### config.mk
export PLATFORM = sky130hd
export DESIGN_NAME = load_store_unit_flat
export DESIGN_NICKNAME = d
export VERILOG_FILES = /design/src/rtl/load_store_unit_if.sv /design/src/rtl/load_store_unit.sv /design/src/flat_wrapper.sv
export SDC_FILE = /design/constraint.sdc
export NUM_CORES = 1
export LEC_CHECK = 0
export BUFFER_PORTS_ARGS = -buffer_cell sky130_fd_sc_hd__buf_2
export CORE_MARGIN = 3
export CORE_UTILIZATION = 50
export CTS_CLUSTER_SIZE = 30
export DETAILED_ROUTE_END_ITERATION = 12
export PLACE_DENSITY = 0.81
export SLEW_MARGIN = 20
export SYNTH_ARGS = -nofsm -noshare
export SYNTH_HDL_FRONTEND = slang
export SYNTH_SLANG_ARGS = --single-unit
### constraint.sdc
create_clock -name clk -period 2.6 [get_ports clk]
set_clock_uncertainty 0.1 [all_clocks]
set_input_delay 0.65 -clock clk [delete_from_list [all_inputs] [get_ports clk]]
set_output_delay 0.65 -clock clk [all_outputs]
set_load 0.005 [all_outputs]
### src/rtl/load_store_unit_if.sv
// Data-memory port of the load/store unit.
// Request fields are held stable until ready.
interface load_store_unit_if;
  logic        req;
  logic        we;
  logic [31:0] addr;
  logic [3:0]  be;
  logic [31:0] wdata;
  logic        ready;
  logic [31:0] rdata;

  modport master (
    output req, we, addr, be, wdata,
    input  ready, rdata
  );

  modport slave (
    input  req, we, addr, be, wdata,
    output ready, rdata
  );
endinterface

### src/rtl/load_store_unit.sv
// RV32I load/store stage: width decode, lane steering,
// handshaked memory access with timeout and fault reporting.
module load_store_unit #(
  parameter int unsigned TIMEOUT_CYCLES = 255
) (
  input  logic               clk,
  input  logic               reset,
  input  logic               req_valid,
  input  logic               req_we,
  input  logic [2:0]         funct3,
  input  logic [31:0]        addr,
  input  logic [31:0]        wdata,
  output logic               stall,
  output logic               done,
  output logic [31:0]        rdata,
  output logic               misaligned,
  output logic               illegal,
  output logic               bus_error,
  load_store_unit_if.master  mem
);

  localparam logic [1:0] IDLE   = 2'd0;
  localparam logic [1:0] ACCESS = 2'd1;
  localparam logic [1:0] RESP   = 2'd2;
  localparam logic [1:0] FAULT  = 2'd3;

  localparam logic [15:0] TMO = 16'(TIMEOUT_CYCLES);

  logic [1:0]  state;
  logic [15:0] cnt;
  logic        we_q;
  logic [2:0]  f3_q;
  logic [1:0]  off_q;
  logic [31:0] addr_q;
  logic [31:0] wdata_q;
  logic [3:0]  be_q;
  logic [31:0] rdata_q;
  logic        mis_q;
  logic        ill_q;
  logic        berr_q;

  logic        bad_f3;
  logic        bad_align;
  logic [3:0]  be_d;
  logic [31:0] wdata_d;
  logic [31:0] lane;
  logic [31:0] ld;
  logic        expire;

  always_comb begin
    bad_f3 = 1'b0;
    if (req_we)
      bad_f3 = funct3[2] || (funct3[1:0] == 2'b11);
    else
      bad_f3 = (funct3[1:0] == 2'b11)
            || (funct3[2:1] == 2'b11);
    bad_align = 1'b0;
    be_d      = 4'b1111;
    wdata_d   = wdata;
    case (funct3[1:0])
      2'b00: begin
        be_d    = 4'b0001 << addr[1:0];
        wdata_d = {4{wdata[7:0]}};
      end
      2'b01: begin
        bad_align = addr[0];
        be_d      = 4'b0011 << addr[1:0];
        wdata_d   = {2{wdata[15:0]}};
      end
      default: begin
        bad_align = addr[1:0] != 2'b00;
      end
    endcase
  end

  // Move the addressed lane down to bit 0 before extension.
  assign lane = mem.rdata >> {off_q, 3'b000};

  always_comb begin
    ld = mem.rdata;
    case (f3_q)
      3'b000: ld = {{24{lane[7]}}, lane[7:0]};
      3'b001: ld = {{16{lane[15]}}, lane[15:0]};
      3'b100: ld = {24'd0, lane[7:0]};
      3'b101: ld = {16'd0, lane[15:0]};
      default: ld = mem.rdata;
    endcase
  end

  assign expire = (cnt + 16'd1) == TMO;

  always_ff @(posedge clk) begin
    if (reset) begin
      state   <= IDLE;
      cnt     <= 16'd0;
      we_q    <= 1'b0;
      f3_q    <= 3'd0;
      off_q   <= 2'd0;
      addr_q  <= 32'd0;
      wdata_q <= 32'd0;
      be_q    <= 4'd0;
      rdata_q <= 32'd0;
      mis_q   <= 1'b0;
      ill_q   <= 1'b0;
      berr_q  <= 1'b0;
    end else begin
      // Flags and data live for exactly the done cycle.
      mis_q   <= 1'b0;
      ill_q   <= 1'b0;
      berr_q  <= 1'b0;
      rdata_q <= 32'd0;
      case (state)
        IDLE: begin
          if (req_valid) begin
            we_q  <= req_we;
            f3_q  <= funct3;
            off_q <= addr[1:0];
            cnt   <= 16'd0;
            if (bad_f3) begin
              ill_q <= 1'b1;
              state <= FAULT;
            end else if (bad_align) begin
              mis_q <= 1'b1;
              state <= FAULT;
            end else begin
              addr_q  <= {addr[31:2], 2'b00};
              be_q    <= be_d;
              wdata_q <= wdata_d;
              state   <= ACCESS;
            end
          end
        end
        ACCESS: begin
          cnt <= cnt + 16'd1;
          if (mem.ready) begin
            rdata_q <= we_q ? 32'd0 : ld;
            state   <= RESP;
          end else if (expire) begin
            berr_q <= 1'b1;
            state  <= RESP;
          end
        end
        default: state <= IDLE;
      endcase
    end
  end

  assign stall = ((state == IDLE) && req_valid)
              || (state == ACCESS);
  assign done  = (state == RESP) || (state == FAULT);

  assign rdata      = rdata_q;
  assign misaligned = mis_q;
  assign illegal    = ill_q;
  assign bus_error  = berr_q;

  assign mem.req   = state == ACCESS;
  assign mem.we    = we_q;
  assign mem.addr  = addr_q;
  assign mem.be    = be_q;
  assign mem.wdata = wdata_q;

endmodule
### src/flat_wrapper.sv
// flat-port wrapper written by rule: the top's interface ports become plain ports
module load_store_unit_flat 
#(
  parameter int unsigned TIMEOUT_CYCLES = 255
)
  (clk, reset, req_valid, req_we, funct3, addr, wdata, stall, done, rdata, misaligned, illegal, bus_error, mem_req, mem_we, mem_addr, mem_be, mem_wdata, mem_ready, mem_rdata);
  load_store_unit_if mem_i ();
  input  logic clk;
  input  logic reset;
  input  logic req_valid;
  input  logic req_we;
  input  logic [2:0] funct3;
  input  logic [31:0] addr;
  input  logic [31:0] wdata;
  output logic stall;
  output logic done;
  output logic [31:0] rdata;
  output logic misaligned;
  output logic illegal;
  output logic bus_error;
  output wire logic [$bits(mem_i.req)-1:0] mem_req;
  output wire logic [$bits(mem_i.we)-1:0] mem_we;
  output wire logic [$bits(mem_i.addr)-1:0] mem_addr;
  output wire logic [$bits(mem_i.be)-1:0] mem_be;
  output wire logic [$bits(mem_i.wdata)-1:0] mem_wdata;
  input wire logic [$bits(mem_i.ready)-1:0] mem_ready;
  input wire logic [$bits(mem_i.rdata)-1:0] mem_rdata;
  assign mem_req = mem_i.req;
  assign mem_we = mem_i.we;
  assign mem_addr = mem_i.addr;
  assign mem_be = mem_i.be;
  assign mem_wdata = mem_i.wdata;
  assign mem_i.ready = mem_ready;
  assign mem_i.rdata = mem_rdata;
  load_store_unit #(.TIMEOUT_CYCLES(TIMEOUT_CYCLES)) u_core (.clk(clk), .reset(reset), .req_valid(req_valid), .req_we(req_we), .funct3(funct3), .addr(addr), .wdata(wdata), .stall(stall), .done(done), .rdata(rdata), .misaligned(misaligned), .illegal(illegal), .bus_error(bus_error), .mem(mem_i));
endmodule
# Word level (Yosys, flattened, before mapping)
# Cells that the tools add are included.
totals:
  reg_bits: 125
  inputBits: 104
  output_inout_bits: 107
  word_cells: 68
classes:
  addsub: 1
  n_eq_ne: 12
  shifts: 3
  mux: 16
  bitwise_logic: 6
  reduce_logical: 18
ops:
  columns: ["operator", "n"]
  rows:
  - ["$pmux W32 S4", 1]
  - ["$pmux W32 S2", 1]
  - ["$pmux W16 S2", 1]
  - ["$shr A32 B5 Y16", 1]
  - ["$add A16 B1 Y16 const B", 1]
  - ["$eq A16 B8 Y1 const B", 1]
  - ["$mux W16", 1]
  - ["$mux W2", 5]
  - ["$eq A2 B2 Y1 const B", 4]
  - ["$pmux W4 S2", 1]
  - ["$reduce_or A4 Y1", 2]
  - ["$eq A3 B3 Y1 const B", 2]
  - ["$not A1 Y1", 6]
  - ["$reduce_and A2 Y1", 3]
  - ["$reduce_or A3 Y1", 2]
  - ["$eq A2 B1 Y1 const B", 2]
  - ["$logic_not A2 Y1", 2]
  - ["$logic_or A1 B1 Y1", 4]
  - ["$mux W1", 4]
  - ["$pmux W2 S2", 1]
  - ["$reduce_and A4 Y1", 1]
  - ["$reduce_bool A2 Y1", 2]
  - ["$shl A1 B2 Y4 const A", 1]
  - ["$shl A2 B2 Y4 const A", 1]
  - ["other kinds (6)", 6]

# Logic depth before layout (Yosys ltp)
depth:
  ltp_word: 6
  ltp_mapped: 8
  ltp_nobuf: 7

# Least setup slack after synthesis
# No wires, ideal clock.
synth_timing:
  kind: "input port to output port"
  startpoint: "input req_valid"
  endpoint: "output stall"
  arrival_time_ns: 1.209
  t_required_ns: 1.850
  path_slack_ns: 0.641
  cell_stages: 3
  path_buffers: 0
  cell_sequence: "nor3b_4 -> nor2_4 -> clkinv_1"
synth_via:
  elab_chain_cells: 2
synth_rtl:
  columns: ["item", "line", "text"]
  rows:
  - ["start, declared", "flat_wrapper.sv:10", "input logic req_valid;"]
  - ["$logic_and A1 B1 Y1", "load_store_unit.sv:148", "assign stall = ((state == IDLE) && req_valid)"]
  - ["$logic_or A1 B1 Y1", "load_store_unit.sv:149", "|| (state == ACCESS);"]
  - ["end, declared", "flat_wrapper.sv:15", "output logic stall;"]
# No other way between the ends.

# Worst setup path in the final report
layout_timing:
  startpoint: "register u_core.state[1]"
  endpoint: "output stall"
layout_via:
  elab_chain_cells: 3
  word_cells_on_any_way: 4
  classes_between: "eq/ne (1); reduce/logical (3)"
layout_rtl:
  columns: ["item", "line", "text"]
  rows:
  - ["start, declared", "load_store_unit.sv:29", "logic [1:0] state;"]
  - ["start signal, assigned", "load_store_unit.sv:94", "state <= IDLE;"]
  - ["start signal, assigned", "load_store_unit.sv:121", "state <= FAULT;"]
  - ["start signal, assigned", "load_store_unit.sv:124", "state <= FAULT;"]
  - ["$logic_not A2 Y1", "load_store_unit.sv:148", null]
  - ["$logic_and A1 B1 Y1", "load_store_unit.sv:148", null]
  - ["$logic_or A1 B1 Y1 *", "load_store_unit.sv:149", null]
# Mark *: on every way between the ends. The rest lies on a longest branch, timed or not.

==> metrics.txt <==
slowest CP cell dfxtp_1; first-pass GRT wire length 25,500 um; CP max stage delay 0.43 ns; post-synthesis cell count 686; H-tree Lvls 4; hold crit path type flop to flop; Die Span Y 113 um; P per Cell Area 682 mW/mm^2; DRT Pass-1 Iters 5; Sw Pwr 1.22 mW; Pleak 3.12 nW; initial antenna violation count 0; number of flops mapped to enable cells by yosys 0; Pint 3.75 mW; register area share after synthesis 44.0%; Mapped Area 0.00569 mm^2; prevailing post-synth register cell dfxtp_1; Layout area overhead 27.9%; core area 0.0110 mm^2; Sw Share 24.5%; Slew @ Worst Pin 0.695 ns; crit path DAT about 1.6 ns; Min Hold Slack 0.351 ns; Worst VDD drop 0.472 mV; drc violations 0; post-synthesis area per instance 8.29 um^2; hold_buf cts 0; row cnt 38; nets@finish 978; type of origin of the critical path flop; worst skew pair latency 0.40 ns; Final Critical Period ~2.3 ns; Final Cell Area 0.00727 mm^2; Logic pwr share roughly an eighth; grt ovf 0; most common cell after layout, fill and taps aside buf_2; clock slew seen by the registers of the worst setup and hold paths 0.05 ns; Clock Tree Root clkbuf_16; Layout fillers 945; Die ar. 0.0127 mm^2; count of cell types in the netlist 59; # setup viols final 0; Bufs and invs on worst path 3; Final GP Congestion about 0.86; Max Slew Vio Count 0; fin util 66.2%; worst-path maximum fanout 8; critical path required time 1.85 ns; CTS tree yes; share of layout cells above drive strength 1 31.4%; status completed; Placed Instances roughly 1,000; CTS Buf Count 17; clock buffer depth 2; DRT antenna net count 0; part of the power in registers 41.3%; Async SR Flop Fraction 0%; setup repair after global routing missed its margin false; Port Buffers 208; Ys Warns 0; Setup CP Type flop to output port; largest net degree at the start of global routing 47; share of the synthesized area in the top cell type ~44%; io pins 211; Synth Register Bits 125; detailed placement HPWL 11,400 um; die extent in x roughly 110 um; drt total wl 16,000 um; post-DR wirelength/cell 15.6 um; GRT Util Overall approximately a quarter; Slew HR a little over half; final hold violation count 0; most frequent cells in the layout buf_2 (208), nand2_1 (147), dfxtp_1 (125), a21oi_1 (98), nor2_1 (52); CTS sink cnt 125; Vias 5,568; placed cell area 0.00670 mm^2; MaxCap Viol Count 0; Clk pwr share 46.0%; postcts setup bufs 0; DRT iter0 DRCs 318; Yosys top cell by area dfxtp_1; Max Freq roughly 440 MHz; setup TNS 0 ns; CP Capture Type output port; post-CTS resize count 0; post-DR vias/cell 5.45; Largest delay share family, worst path flip-flops; CP cell instances nand2b_1, inv_1, nor2_4, clkinv_1, buf_2; period utilization 88.3%; Layout Cells excl Fill roughly 1,000; top post-synthesis cells by area dfxtp_1 (44%), nand2_1 (9.7%), a21oi_1 (8.6%); Starting Density about half; antenna cells 0; number of global-route vias before repair 5,031
==> kinds of logic after synthesis <==
family	count (synthesis)	share of synthesized area, %
and+or+nand+nor	257	20.7
muxes	34	6.21
xor gates and xnor gates	6	0.924
adders and majority gates	2	0.440
other	1	0.0660
DFF	125	44.0
AOI/OAI and AO/OA	195	21.1
buffers and inverters	66	6.58
==> worst register-to-register path, stage by stage, from the launching register on <==
cell and delay, ns:
dfxtp_1 0.48, ha_1 0.32, nand3_1 0.24, nor3_2 0.33
xnor2_1 0.16, nand4_1 0.17, nor4_2 0.27
==> per-stage QoR <==
stage | power (mW) | setup slack [ns]
final | 4.96 | 0.304
after global routing | 5.15 | 0.194
after CTS | 4.99 | 0.287
after detailed placement | 2.71 | 0.284
after global placement | 2.70 | 0.343
after floorplan | 2.46 | 0.641
==> cell usage after synthesis, types with 2 or more instances <==
cell type  instances
nand2_1          147
dfxtp_1          125
a21oi_1           98
nor2_1            52
mux2i_1           33
o21ai_0           27
clkbuf_1          23
buf_2             18
a311oi_1          17
a211oi_1          10
a22oi_1            9
o211ai_1           9
buf_4              8
nand3_1            8
nand4_1            8
o221a_2            7
buf_6              6
nor3_1             6
a31oi_1            5
xnor2_1            5
inv_1              4
nor3_2             4
a21o_1             3
and2_1             3
and4_1             3
nand2b_1           3
nand3b_1           3
nor2b_1            3
and3_1             2
buf_1              2
clkinv_1           2
ha_1               2
nand4b_1           2
nor4_1             2
nor4_2             2
o21ai_1            2
==> per-layer routing <==
layer	track usage (%)	wire length (um)
met1	31.1	6710
met2	40.2	7600
met3	7.55	1470
met4	8.73	208
met5	0	0
==> power by group through the flow <==
stage                     registers [mW]  clock network [mW]  logic [mW]
after global placement              2.08                   0       0.621
final                               2.05                2.28       0.632
after detailed placement            2.08                   0       0.628
after global routing                2.06                2.39       0.704
after floorplan                     2.08                   0       0.386
after CTS                           2.05                2.31       0.632
==> cell type report <==
type	instances	area, um^2	area share [%]
clock buffer	22	484	6.66
clock inverter	7	88.8	1.22
inverter	6	22.5	0.310
multi-input combinational	496	2810	38.7
sequential	125	2500	34.4
tap	140	175	2.41
timing repair buffer	226	1190	16.3
==> flip-flops by register name, indices dropped and copies added, names as in the netlist, 2 cells and up <==
name,cells
u_core.f3_q,3
u_core.mem.be,4
u_core.off_q,2
u_core.mem.wdata,32
u_core.rdata,32
u_core.state,2
u_core.cnt,16
u_core.mem.addr,30
==> worst paths after layout <==
path	start	end	slack (ns)	cells past startpoint
max	u_core.state[1]	stall	0.30	5
min	u_core.mem.addr[17]	u_core.mem.addr[17]	0.35	2
max reg2reg	u_core.cnt[1]	u_core.bus_error	0.43	6
min reg2reg	u_core.mem.addr[17]	u_core.mem.addr[17]	0.35	2
Note: power is estimated with default switching activity, not from simulation.
